`src/rtl/cmem_cp_sequencer.sv`:
```
// Amiga clockport bus to cmem single-cycle read/write strobe sequencer.
// Optional glitch filter on strobe acceptance: define CMEM_CP_GLITCH_FILTER_EN.
module cmem_cp_sequencer #(
  parameter int SYNC_STAGES = 2,
  parameter int SETTLE      = 4,
  parameter int FILTER      = 3
) (
  input  logic       clk200,
  input  logic       reset,
  input  logic       CP_CS_n,
  input  logic       CP_RD_n,
  input  logic       CP_WR_n,
  input  logic [3:0] CP_A,
  input  logic [3:0] CP_D_in,
  output logic [3:0] CP_D_out,
  output logic       CP_D_oe,
  output logic       cp_read,
  output logic       cp_write,
  output logic [3:0] cp_address,
  output logic [3:0] cp_out_cmem_in,
  input  logic [3:0] cp_in_cmem_out,
  output logic       cp_error
);

  if (SYNC_STAGES < 2 || SETTLE < 1 || SETTLE > 15 || FILTER < 1 || FILTER > 7) begin : g_bad_param
    $error("cmem_cp_sequencer: parameter out of range");
  end

  typedef enum logic [2:0] {S_IDLE, S_SETTLE, S_ISSUE, S_CAPTURE, S_HOLD} state_t;

  localparam logic [3:0] SLAST = 4'(SETTLE - 1);

  logic [SYNC_STAGES-1:0] cs_sync_q, rd_sync_q, wr_sync_q;
  logic                   rd_act, wr_act, act;

  state_t     state_q, state_d;
  logic [3:0] cnt_q, cnt_d;
  logic       dir_q, dir_d;
  logic       armed_q, armed_d;
  logic       err_q, err_d;
  logic [3:0] addr_q, addr_d;
  logic [3:0] wdata_q, wdata_d;
  logic [3:0] dout_q, dout_d;
  logic       oe_q, oe_d;
`ifdef CMEM_CP_GLITCH_FILTER_EN
  localparam logic [2:0] FLAST = 3'(FILTER - 1);
  logic [2:0] fcnt_q, fcnt_d;
`endif

  // Synchronizers carry no reset: armed, not the chain, decides acceptance after reset.
  always_ff @(posedge clk200) begin
    cs_sync_q <= {cs_sync_q[SYNC_STAGES-2:0], CP_CS_n};
    rd_sync_q <= {rd_sync_q[SYNC_STAGES-2:0], CP_RD_n};
    wr_sync_q <= {wr_sync_q[SYNC_STAGES-2:0], CP_WR_n};
  end

  assign rd_act = !cs_sync_q[SYNC_STAGES-1] && !rd_sync_q[SYNC_STAGES-1];
  assign wr_act = !cs_sync_q[SYNC_STAGES-1] && !wr_sync_q[SYNC_STAGES-1];
  assign act    = rd_act || wr_act;

  always_ff @(posedge clk200) begin
    if (reset) begin
      state_q <= S_IDLE;
      cnt_q   <= '0;
      dir_q   <= 1'b0;
      armed_q <= 1'b0;
      err_q   <= 1'b0;
      addr_q  <= '0;
      wdata_q <= '0;
      dout_q  <= '0;
      oe_q    <= 1'b0;
`ifdef CMEM_CP_GLITCH_FILTER_EN
      fcnt_q  <= '0;
`endif
    end else begin
      state_q <= state_d;
      cnt_q   <= cnt_d;
      dir_q   <= dir_d;
      armed_q <= armed_d;
      err_q   <= err_d;
      addr_q  <= addr_d;
      wdata_q <= wdata_d;
      dout_q  <= dout_d;
      oe_q    <= oe_d;
`ifdef CMEM_CP_GLITCH_FILTER_EN
      fcnt_q  <= fcnt_d;
`endif
    end
  end

  always_comb begin
    state_d = state_q;
    cnt_d   = cnt_q;
    dir_d   = dir_q;
    armed_d = armed_q;
    err_d   = err_q;
    addr_d  = addr_q;
    wdata_d = wdata_q;
    dout_d  = dout_q;
    oe_d    = oe_q;
`ifdef CMEM_CP_GLITCH_FILTER_EN
    fcnt_d  = fcnt_q;
`endif
    if (!act) armed_d = 1'b1;
    case (state_q)
      S_IDLE: begin
        cnt_d = '0;
        if (rd_act && wr_act) begin
          err_d   = 1'b1;
          armed_d = 1'b0;
`ifdef CMEM_CP_GLITCH_FILTER_EN
          fcnt_d  = '0;
`endif
        end else if (armed_q && act) begin
`ifdef CMEM_CP_GLITCH_FILTER_EN
          // A direction flip mid-count restarts the run with this cycle counted.
          dir_d = rd_act;
          if (fcnt_q != 3'd0 && rd_act != dir_q) begin
            fcnt_d = 3'd1;
          end else if (fcnt_q == FLAST) begin
            state_d = S_SETTLE;
            armed_d = 1'b0;
            fcnt_d  = '0;
          end else begin
            fcnt_d = fcnt_q + 3'd1;
          end
`else
          state_d = S_SETTLE;
          dir_d   = rd_act;
          armed_d = 1'b0;
`endif
        end
`ifdef CMEM_CP_GLITCH_FILTER_EN
        else begin
          fcnt_d = '0;
        end
`endif
      end
      S_SETTLE: begin
        if (!(dir_q ? (rd_act && !wr_act) : (wr_act && !rd_act))) begin
          state_d = S_IDLE;
        end else if (cnt_q == SLAST) begin
          addr_d  = CP_A;
          wdata_d = CP_D_in;
          state_d = S_ISSUE;
        end else begin
          cnt_d = cnt_q + 4'd1;
        end
      end
      S_ISSUE: state_d = dir_q ? S_CAPTURE : S_HOLD;
      S_CAPTURE: begin
        dout_d  = cp_in_cmem_out;
        oe_d    = 1'b1;
        state_d = S_HOLD;
      end
      S_HOLD: begin
        if (!act) begin
          oe_d    = 1'b0;
          state_d = S_IDLE;
        end
      end
      default: state_d = S_IDLE;
    endcase
  end

  always_comb begin
    cp_read  = (state_q == S_ISSUE) &&  dir_q;
    cp_write = (state_q == S_ISSUE) && !dir_q;
  end

  assign cp_address     = addr_q;
  assign cp_out_cmem_in = wdata_q;
  assign CP_D_out       = dout_q;
  assign CP_D_oe        = oe_q;
  assign cp_error       = err_q;

endmodule

```
`config.mk`:
```
export PLATFORM = sky130hd
export DESIGN_NAME = cmem_cp_sequencer
export DESIGN_NICKNAME = d
export VERILOG_FILES = /design/src/rtl/cmem_cp_sequencer.sv
export SDC_FILE = /design/constraint.sdc
export NUM_CORES = 1
export LEC_CHECK = 0
export ABC_AREA = 1
export BUFFER_PORTS_ARGS = -buffer_cell sky130_fd_sc_hd__buf_2
export CAP_MARGIN = 20
export CORE_ASPECT_RATIO = 1.75
export CORE_MARGIN = 1.5
export CORE_UTILIZATION = 50
export CTS_CLUSTER_DIAMETER = 80
export CTS_CLUSTER_SIZE = 25
export DETAILED_ROUTE_END_ITERATION = 16
export HOLD_SLACK_MARGIN = 0.05
export PLACE_DENSITY_LB_ADDON = 0.05
export SETUP_SLACK_MARGIN = 0.2
export SYNTH_ARGS = -nofsm -noshare
export SYNTH_HDL_FRONTEND = slang
export SYNTH_SLANG_ARGS = --single-unit
export TNS_END_PERCENT = 1
```
`constraint.sdc`:
```
create_clock -name clk200 -period 1.7 [get_ports clk200]
set_clock_uncertainty 0.05 [all_clocks]
set_input_delay 0.34 -clock clk200 [delete_from_list [all_inputs] [get_ports clk200]]
set_output_delay 0.34 -clock clk200 [all_outputs]
set_load 0.02 [all_outputs]
```
==> key figures, run 1 <==
Clock tree
  – Max clock buf depth: 2
  – CTS tree: done
  – Clock Latency Late Sink: 0.28 ns
  – H-tree levels: 2
  – Clock transition at path regs: 0.06 ns
  – Clk sink count: 29
  – Num CTS Buffers: 5
  – CTS root buf: clkbuf_8

Floorplan
  – Top-Level Pins: 33
  – Die area: 2780 um^2
  – Initial core utilization: approximately 54%
  – Row cnt: 23
  – Die height: 68.7 um
  – Core ar.: 2300 um^2
  – Chip Width: 40.5 um

Setup path
  – CP Capture Type: primary output
  – Crit path max fanout: 4
  – WP data required: 1.31 ns
  – Crit path cell chain: nor4_4, buf_4
  – Worst path max stage delay: 0.35 ns
  – Startpoint Class: flip-flop
  – Crit Path Class: reg2out
  – Critical Path AT: 1.13 ns
  – Crit path max-delay cell type: dfxtp_2

Detailed routing
  – Total Wirelength: approximately 2700 um
  – # DRC: 0
  – Via density: 4.87
  – Post-route ant nets: 0
  – Via Count: between 1000 and 1500
  – Drt pass-1 iters: 4
  – Initial drt markers: 24
  – Post-DR wirelength/cell: roughly 11 um

Timing
  – Max-Slew Margin vs Limit: 70.3%
  – Fin. Hold Viols: 0
  – Worst Slack Setup Final: 0.177 ns
  – Slew Viols, Final: 0
  – Fmax: 0.657 GHz
  – Measured slew at the worst slew-check pin: 0.445 ns
  – Hold_ws: 0.111 ns
  – Fin crit share: 89.6%
  – Fin crit period: 1.52 ns
  – TNS Setup: 0 ns
  – RSZ-0062 raised after global routing: yes
  – Final setup fails: 0

Logic synthesis
  – Cell area after synthesis: 1230 um^2
  – Yosys warnings: 0
  – Syn Nets: 194
  – Synthesized area per cell: 7.00 um^2
  – Synth unique cells: 20
  – Synth Register Bits: 29
  – Sequential element share of the synthesized area: 47.1%
  – Post-synthesis cell count: 176

GRT
  – Aggregate global routing overflow: 0
  – Largest net degree at the start of global routing: 17
  – First-pass GRT wire length: ~3900 um
  – Vias in the first global route: 1010
  – Total track usage: between 20% and 30%
  – Antenna violations before repair: 0

Cells and area
  – Fin util: 68.3%
  – Fillers: 213
  – Antenna Cells: 0
  – Multi-input logic area: 578 um^2
  – Area grow syn2layout: 27.5%
  – Register area: just under 600 um^2
  – Layout net count: around 230
  – Share of cells above drive strength 1: ~28%

Placed design
  – Placer Congestion: 0.753
  – Hpwl dp: 1900 um
  – Port Buf Inserts: 32
  – Place WS: 0.229 ns

Power and ir drop
  – Pwr per Cell Area: 895 nW/um^2
  – Max VDD drop: 0.824 mV
  – Static Leak: 0.822 nW
  – Tot Pwr: between 0.001 and 0.0015 W

Flow run
  – Max Cap Viol: 0

Min path
  – Worst Hold Class: in2reg

Status
  – Outcome: finished, final reports clean
per-stage QoR:
step | std cells | instance area (um^2)
finish | 240 | 1570
detailed placement | 230 | 1410
global placement | 230 | 1410
CTS | 239 | 1540
floorplan | 176 | 1240
global route | 240 | 1570
layer usage:
| layer | vias up | global-route usage [%] | part of all wire [%] |
|---|---|---|---|
| li1 | 615 | - | - |
| met1 | 520 | 19.7 | 40 |
| met2 | 28 | 37.5 | 55 |
| met3 | 5 | 6.73 | 3.7 |
| met4 | 0 | 10.0 | 1.5 |
| met5 | - | 0 | 0 |
worst max-delay path, delay by kind of cell (launching register included):
| family | cells | cell delay [ns] |
|---|---|---|
| DFF | 1 | 0.35 |
| and+or+nand+nor | 1 | 0.31 |
| buffers and inverters | 1 | 0.19 |
power by group:
part | internal, W | switching, W
combinational | 0.0000312 | 0.0000558
sequential | 0.000695 | 0.0000115
clock | 0.000365 | 0.000249
total | 0.00109 | 0.000316
state kept, by name, indices dropped and copies added, names as in the netlist:
| signal | flops |
|---|---|
| wr_sync_q | 2 |
| cp_out_cmem_in | 4 |
| CP_D_oe | 1 |
| dir_q | 1 |
| cs_sync_q | 2 |
| cp_address | 4 |
| armed_q | 1 |
| CP_D_out | 4 |
| cp_error | 1 |
| cnt_q | 4 |
| rd_sync_q | 2 |
| state_q | 3 |
layout by cell type (no fill, tap or decap):
cell type,instances
inv_2,2
nor2_1,36
clkbuf_8,7
nor2_4,1
a21oi_1,8
nand2_4,1
nand3_4,1
nand3_1,14
xor2_1,1
dfxtp_2,5
nand4_1,1
nand2_1,39
clkinv_2,1
dfxtp_1,24
nor4_4,1
inv_1,25
o21ai_0,6
nand3_2,4
nand2_2,1
buf_4,3
buf_2,30
nor2_2,3
ha_2,1
Yosys cell counts:
cell type,count,area (um^2)
a21oi_1,8,40.0
buf_2,1,5.00
buf_6,1,11.3
clkbuf_1,1,3.75
dfxtp_1,29,581
ha_1,1,12.5
inv_1,26,97.6
inv_2,1,3.75
nand2_1,39,146
nand2_2,1,6.26
nand2_4,1,11.3
nand3_1,16,80.1
nand3_2,1,10.0
nand3_4,1,17.5
nand4_1,1,6.26
nor2_1,38,143
nor2_2,2,12.5
nor4_1,1,6.26
o21ai_0,6,30.0
xor2_1,1,8.76
repair_timing:
action | CTS | global route
resized for setup | 8 | 7
endpoints found under the hold margin | 0 | 0
buffers inserted | 1 | 0
pin swaps | 2 | 2
hold buffers | 0 | 0
setup endpoints to repair | 2 | 16
gates cloned | 0 | 1
area by class of cell:
type                            instances  share of cell area (%)
Clock inverter                          1                   0.318
Sequential cell                        29                    37.3
Tap cell                               25                    1.99
Timing Repair Buffer                   33                    11.0
Inverter                               27                    6.45
Multi-Input combinational cell        118                    36.8
Clock buffer                            7                    6.13
worst paths after layout:
| check | startpoint | endpoint | slack (ns) | depth (start not counted) |
|---|---|---|---|---|
| max | state_q[0] | cp_write | 0.18 | 2 |
| min | CP_WR_n | wr_sync_q[0] | 0.11 | 1 |
| max reg2reg | cnt_q[0] | state_q[0] | 0.23 | 8 |
| min reg2reg | wr_sync_q[0] | wr_sync_q[1] | 0.28 | 0 |
logic make-up after synthesis:
family,share of synthesized area (%)
xor gates and xnor gates,0.711
DFF,47.1
buffers and inverters,9.85
adders and majority gates,1.02
AOI/OAI and AO/OA,5.69
and+or+nand+nor,35.6
Power figures use the tool's default switching activity.
==> inputs of run 2 (changes only) <==
- BUFFER_PORTS_ARGS: -buffer_cell sky130_fd_sc_hd__buf_2 -> -buffer_cell sky130_fd_sc_hd__buf_4
- PLACE_DENSITY: not set -> 0.86
- PLACE_DENSITY_LB_ADDON: 0.05 -> not set
- SLEW_MARGIN: not set -> 20
==> key figures, run 2 (same netlist as run 1, synthesis figures left out) <==
Min path
  – Sink of the worst hold path: rd_sync_q[0] (was wr_sync_q[0])
  – Worst Hold Class: in2reg (unchanged)
  – Worst hold start: CP_RD_n (was CP_WR_n)
  – Worst hold stages: 1 (unchanged)

GRT
  – Antenna violations before repair: 0 (unchanged)
  – Total track usage: 24.8% (was 20.8%)
  – Aggregate global routing overflow: 0 (unchanged)
  – First-pass GRT wire length: 4600 um (was 3880 um)
  – Vias in the first global route: 1171 (was 1010)
  – Largest net degree at the start of global routing: 17 (unchanged)

Clock tree
  – Max clock buf depth: 2 (unchanged)
  – H-tree levels: 2 (unchanged)
  – CTS root buf: clkbuf_8 (unchanged)
  – Clock Latency Late Sink: 0.28 ns (about the same)
  – CTS Hold Bufs: 0 (unchanged)
  – Clock transition at path regs: 0.06 ns (about the same)
  – CTS tree: done (unchanged)
  – Num CTS Buffers: 5 (unchanged)
  – Clk sink count: 29 (unchanged)

Setup path
  – R2r startpoint: cnt_q[0] (unchanged)
  – Startpoint Class: flip-flop (unchanged)
  – CP Capture Type: primary output (unchanged)
  – WP data required: 1.31 ns (about the same)
  – R2R Path End: cnt_q[0] (was state_q[0])
  – Crit Path Class: reg2out (unchanged)
  – Critical Path AT: 1.12 ns (was 1.13 ns)
  – Worst r2r path cells: 8 (unchanged)
  – Crit path max fanout: 4 (unchanged)
  – Reg2reg setup slack: 0.23 ns (about the same)

Timing
  – Fmax: 0.662 GHz (was 0.657 GHz)
  – RSZ-0062 raised after global routing: yes (unchanged)
  – Fin crit period: 1.51 ns (was 1.52 ns)
  – TNS Setup: 0 ns (unchanged)
  – Fin crit share: 88.9% (was 89.6%)
  – Max-Slew Margin vs Limit: 71.4% (was 70.3%)
  – Slew Viols, Final: 0 (unchanged)
  – Final setup fails: 0 (unchanged)
  – Fin. Hold Viols: 0 (unchanged)
  – Worst Slack Setup Final: 0.189 ns (was 0.177 ns)
  – Measured slew at the worst slew-check pin: 0.429 ns (was 0.445 ns)

Detailed routing
  – Post-DR wirelength/cell: 12.7 um (was 11.4 um)
  – Initial drt markers: 33 (was 24)
  – Total Wirelength: 3060 um (was 2730 um)
  – Post-route ant nets: 0 (unchanged)
  – Drt pass-1 iters: 4 (unchanged)
  – Via Count: 1236 (was 1168)
  – # DRC: 0 (unchanged)
  – Via density: 5.15 (was 4.87)

Cells and area
  – Layout net count: 232 (unchanged)
  – Area grow syn2layout: 32.5% (was 27.5%)
  – Antenna Cells: 0 (unchanged)
  – Commonest non-fill, non-tap cell in the layout: nand2_1 (unchanged)
  – Share of cells above drive strength 1: 26.0% (was 28.4%)
  – Most frequent cells in the layout: nand2_1 (39), nor2_1 (36), buf_4 (34), dfxtp_1 (27), inv_1 (25) (was nand2_1 (39), nor2_1 (36), buf_2 (30), inv_1 (25), dfxtp_1 (24))

Placed design
  – Hpwl dp: 2200 um (was 1900 um)
  – Placer Congestion: 0.800 (was 0.753)
  – Port Buf Inserts: 32 (unchanged)
  – Place WS: 0.206 ns (was 0.229 ns)

Power and ir drop
  – Switching pwr: 0.000322 W (was 0.000316 W)
  – Clock power share: 43.5% (was 43.6%)
  – Max VDD drop: 0.785 mV (was 0.824 mV)
  – Switch share: 22.6% (was 22.5%)
  – Internal cell power: 0.00110 W (was 0.00109 W)
  – Part of the power in registers: 49.7% (was 50.2%)
  – Tot Pwr: 0.00142 W (was 0.00141 W)
  – Static Leak: 0.843 nW (was 0.822 nW)
  – Gate power share: 6.8% (was 6.2%)
  – Pwr per Cell Area: 872 nW/um^2 (was 895 nW/um^2)

Floorplan
  – Core ar.: 2300 um^2 (unchanged)
  – Top-Level Pins: 33 (unchanged)
  – Chip Width: 40.5 um (unchanged)
  – Initial core utilization: 53.5% (unchanged)
  – Row cnt: 23 (unchanged)
  – Die area: 2780 um^2 (unchanged)
  – Die height: 68.7 um (unchanged)

Flow run
  – Max Cap Viol: 0 (unchanged)

Status
  – Outcome: finished, final reports clean (unchanged)
[run 2: cell types whose count changed in the layout (fill, tap and decap cells not counted)]
cell	previous run	this run
ha_1	0	1
nand3_2	4	2
ha_2	1	0
buf_4	3	34
buf_2	30	0
dfxtp_1	24	27
nand3_1	14	15
dfxtp_2	5	2
[run 2: worst max-delay path by stage]
stage	start	to	slack [ns]	cells after the start
3_3_place_gp	cnt_q[0]	state_q[0]	0.33	8
6_report	state_q[0]	cp_write	0.19	2
5_1_grt	state_q[0]	cp_read	0.12	4
2_1_floorplan	cnt_q[0]	state_q[0]	0.39	8
3_5_place_dp	cnt_q[0]	cnt_q[0]	0.21	8
4_1_cts	state_q[1]	cp_read	0.16	5
[run 2: metrics by stage]
step	cell area [um^2]	util, %	instances	hold WS [ns]
after floorplan	1240	-	176	0.260
after global placement	1490	64.7	230	0.261
after detailed placement	1490	64.7	230	0.265
after CTS	1610	70.0	239	0.109
after global routing	1630	70.9	240	0.103
final	1630	70.9	240	0.109
[run 2: power by group through the flow]
stage | Clock [W] | Sequential, W | Combinational (W)
after floorplan | 0 | 0.000719 | 0.0000515
after global routing | 0.000648 | 0.000708 | 0.000107
after CTS | 0.000622 | 0.000706 | 0.0000961
final | 0.000619 | 0.000707 | 0.0000972
after global placement | 0 | 0.000718 | 0.0000896
after detailed placement | 0 | 0.000720 | 0.0000942
[run 2: area by class of cell]
cell class / instances / area, um^2
clock buffers: 7 / 96.3
fillers: 185 / 669
clock inverters: 1 / 5.00
well taps: 25 / 31.3
multi-input cells: 117 / 561
repair buffers: 34 / 255
flip-flops and latches: 29 / 583
inverters: 27 / 101
[run 2: critical path, stage by stage (launching register included)]
cell	delay, ns
dfxtp_1	0.36
nor4_4	0.30
buf_4	0.18
[run 2: per-layer routing]
layer	vias to the layer above	wire, um	GRT usage, %
li1	617	-	-
met1	559	1100	22.7
met2	50	1730	45.6
met3	10	145	6.73
met4	0	83	12.9
met5	-	0	0
[run 2: timing repair]
item | CTS | global route
buffers inserted | 1 | 1
gates resized for setup | 3 | 5
pin swaps | 1 | 1
endpoints found under the setup margin | 6 | 16
==> inputs of run 3 (changes only) <==
- CELL_PAD_IN_SITES_DETAIL_PLACEMENT: not set -> 1
- CELL_PAD_IN_SITES_GLOBAL_PLACEMENT: not set -> 2
- CORE_UTILIZATION: 50 -> 27
==> key figures, run 3 (same netlist as run 1, synthesis figures left out) <==
Clock tree
  – Clk sink count: 29 (unchanged)
  – Num CTS Buffers: 5 (unchanged)
  – H-tree levels: 2 (unchanged)
  – CTS tree: done (unchanged)
  – Max clock buf depth: 2 (unchanged)
  – Clock transition at path regs: 0.06 ns (about the same)
  – Clock Latency Late Sink: 0.27 ns (was 0.28 ns)
  – CTS root buf: clkbuf_8 (unchanged)
  – CTS Hold Bufs: 0 (unchanged)

Flow run
  – Max Cap Viol: 0 (unchanged)

Timing
  – Fin. Hold Viols: 0 (unchanged)
  – Fin crit period: 1.50 ns (was 1.51 ns)
  – Final setup fails: 0 (unchanged)
  – Measured slew at the worst slew-check pin: 0.482 ns (was 0.429 ns)
  – RSZ-0062 raised after global routing: yes (unchanged)
  – TNS Setup: 0 ns (unchanged)
  – Worst Slack Setup Final: 0.204 ns (was 0.189 ns)
  – Fmax: 0.669 GHz (was 0.662 GHz)
  – Max-Slew Margin vs Limit: 67.8% (was 71.4%)
  – Slew Viols, Final: 0 (unchanged)
  – Fin crit share: 88.0% (was 88.9%)

Detailed routing
  – # DRC: 0 (unchanged)
  – Total Wirelength: 3050 um (was 3060 um)
  – Post-DR wirelength/cell: 11.5 um (was 12.7 um)
  – Post-route ant nets: 0 (unchanged)
  – Via density: 4.48 (was 5.15)
  – Drt pass-1 iters: 4 (unchanged)
  – Initial drt markers: 15 (was 33)
  – Via Count: 1188 (was 1236)

Floorplan
  – Chip Width: 54.1 um (was 40.5 um)
  – Top-Level Pins: 33 (unchanged)
  – Die height: 92.4 um (was 68.7 um)
  – Die area: 4990 um^2 (was 2780 um^2)
  – Core ar.: 4400 um^2 (was 2300 um^2)
  – Row cnt: 32 (was 23)
  – Initial core utilization: 28.0% (was 53.5%)

Setup path
  – CP Capture Type: primary output (unchanged)
  – Reg2reg setup slack: 0.26 ns (was 0.23 ns)
  – Worst r2r path cells: 8 (unchanged)
  – Startpoint Class: flip-flop (unchanged)
  – Crit path max fanout: 5 (was 4)
  – R2R Path End: state_q[0] (was cnt_q[0])
  – Crit Path Class: reg2out (unchanged)
  – Critical Path AT: 1.11 ns (was 1.12 ns)
  – WP data required: 1.31 ns (about the same)
  – R2r startpoint: cnt_q[0] (unchanged)

GRT
  – Total track usage: 14.4% (was 24.8%)
  – Vias in the first global route: 1229 (was 1171)
  – First-pass GRT wire length: 5260 um (was 4600 um)
  – Largest net degree at the start of global routing: 17 (unchanged)
  – Antenna violations before repair: 0 (unchanged)
  – Aggregate global routing overflow: 0 (unchanged)

Power and ir drop
  – Pwr per Cell Area: 860 nW/um^2 (was 872 nW/um^2)
  – Tot Pwr: 0.00142 W (about the same)
  – Static Leak: 0.835 nW (was 0.843 nW)
  – Max VDD drop: 0.453 mV (was 0.785 mV)

Cells and area
  – Layout net count: 231 (was 232)
  – Fillers: 591 (was 185)
  – Commonest non-fill, non-tap cell in the layout: nand2_1 (unchanged)
  – Final non-filler cell area: 1650 um^2 (was 1630 um^2)
  – Share of cells above drive strength 1: 25.2% (was 26.0%)
  – Most frequent cells in the layout: nand2_1 (39), nor2_1 (36), buf_4 (33), dfxtp_1 (28), inv_1 (25) (was nand2_1 (39), nor2_1 (36), buf_4 (34), dfxtp_1 (27), inv_1 (25))
  – Area grow syn2layout: 34.0% (was 32.5%)
  – Antenna Cells: 0 (unchanged)

Min path
  – Sink of the worst hold path: cs_sync_q[0] (was rd_sync_q[0])
  – Worst hold start: CP_CS_n (was CP_RD_n)
  – Worst hold stages: 1 (unchanged)
  – Worst Hold Class: in2reg (unchanged)

Placed design
  – Placer Congestion: 0.759 (was 0.800)
  – Port Buf Inserts: 32 (unchanged)
  – Place WS: 0.183 ns (was 0.206 ns)
  – Hpwl dp: 2340 um (was 2200 um)
  – DP Area: 1520 um^2 (was 1490 um^2)

Status
  – Outcome: finished, final reports clean (unchanged)
-- run 3: power breakdown --
group	switching, W	total, W	internal [W]
clock network	0.000253	0.000618	0.000365
registers	0.0000116	0.000706	0.000694
logic	0.0000550	0.0000971	0.0000420
-- run 3: worst max path at each step --
stage                          start          to  slack [ns]
after global routing           dir_q     cp_read        0.09
after global placement      cnt_q[0]  state_q[0]        0.27
after detailed placement    cnt_q[0]    cnt_q[0]        0.18
after floorplan             cnt_q[0]  state_q[0]        0.39
after CTS                 state_q[2]     cp_read        0.17
final                          dir_q     cp_read        0.20
-- run 3: layer usage --
metal | global-route usage [%] | wire [um]
met3 | 3.06 | 108
met4 | 7.71 | 76
met5 | 0 | 0
met1 | 14.8 | 1200
met2 | 25.5 | 1670
-- run 3: layout make-up --
class | instances | area, um^2 | area share, %
Timing Repair Buffer | 33 | 248 | 15.0
Sequential cell | 29 | 582 | 35.2
Inverter | 27 | 101 | 6.14
Tap cell | 51 | 63.8 | 3.86
Clock inverter | 1 | 5.00 | 0.303
Clock buffer | 7 | 96.3 | 5.83
Multi-Input combinational cell | 117 | 556 | 33.6
-- run 3: timing repair --
item / in CTS / in global routing
pin swaps: 2 / 0
buffers inserted: 1 / 0
resized for setup: 4 / 2
endpoints found under the setup margin: 3 / 15
-- run 3: per-stage QoR --
step	hold WS, ns	std cells	utilization (%)
after floorplan	0.260	176	-
after global placement	0.261	256	34.6
after detailed placement	0.265	256	34.6
after CTS	0.109	265	37.3
after global routing	0.106	265	37.5
final	0.114	265	37.5
-- run 3: worst max-delay path, cell delays in order (launching register included) --
cell and delay, ns:
dfxtp_1 0.48, nand3_1 0.15, inv_1 0.07, buf_4 0.13
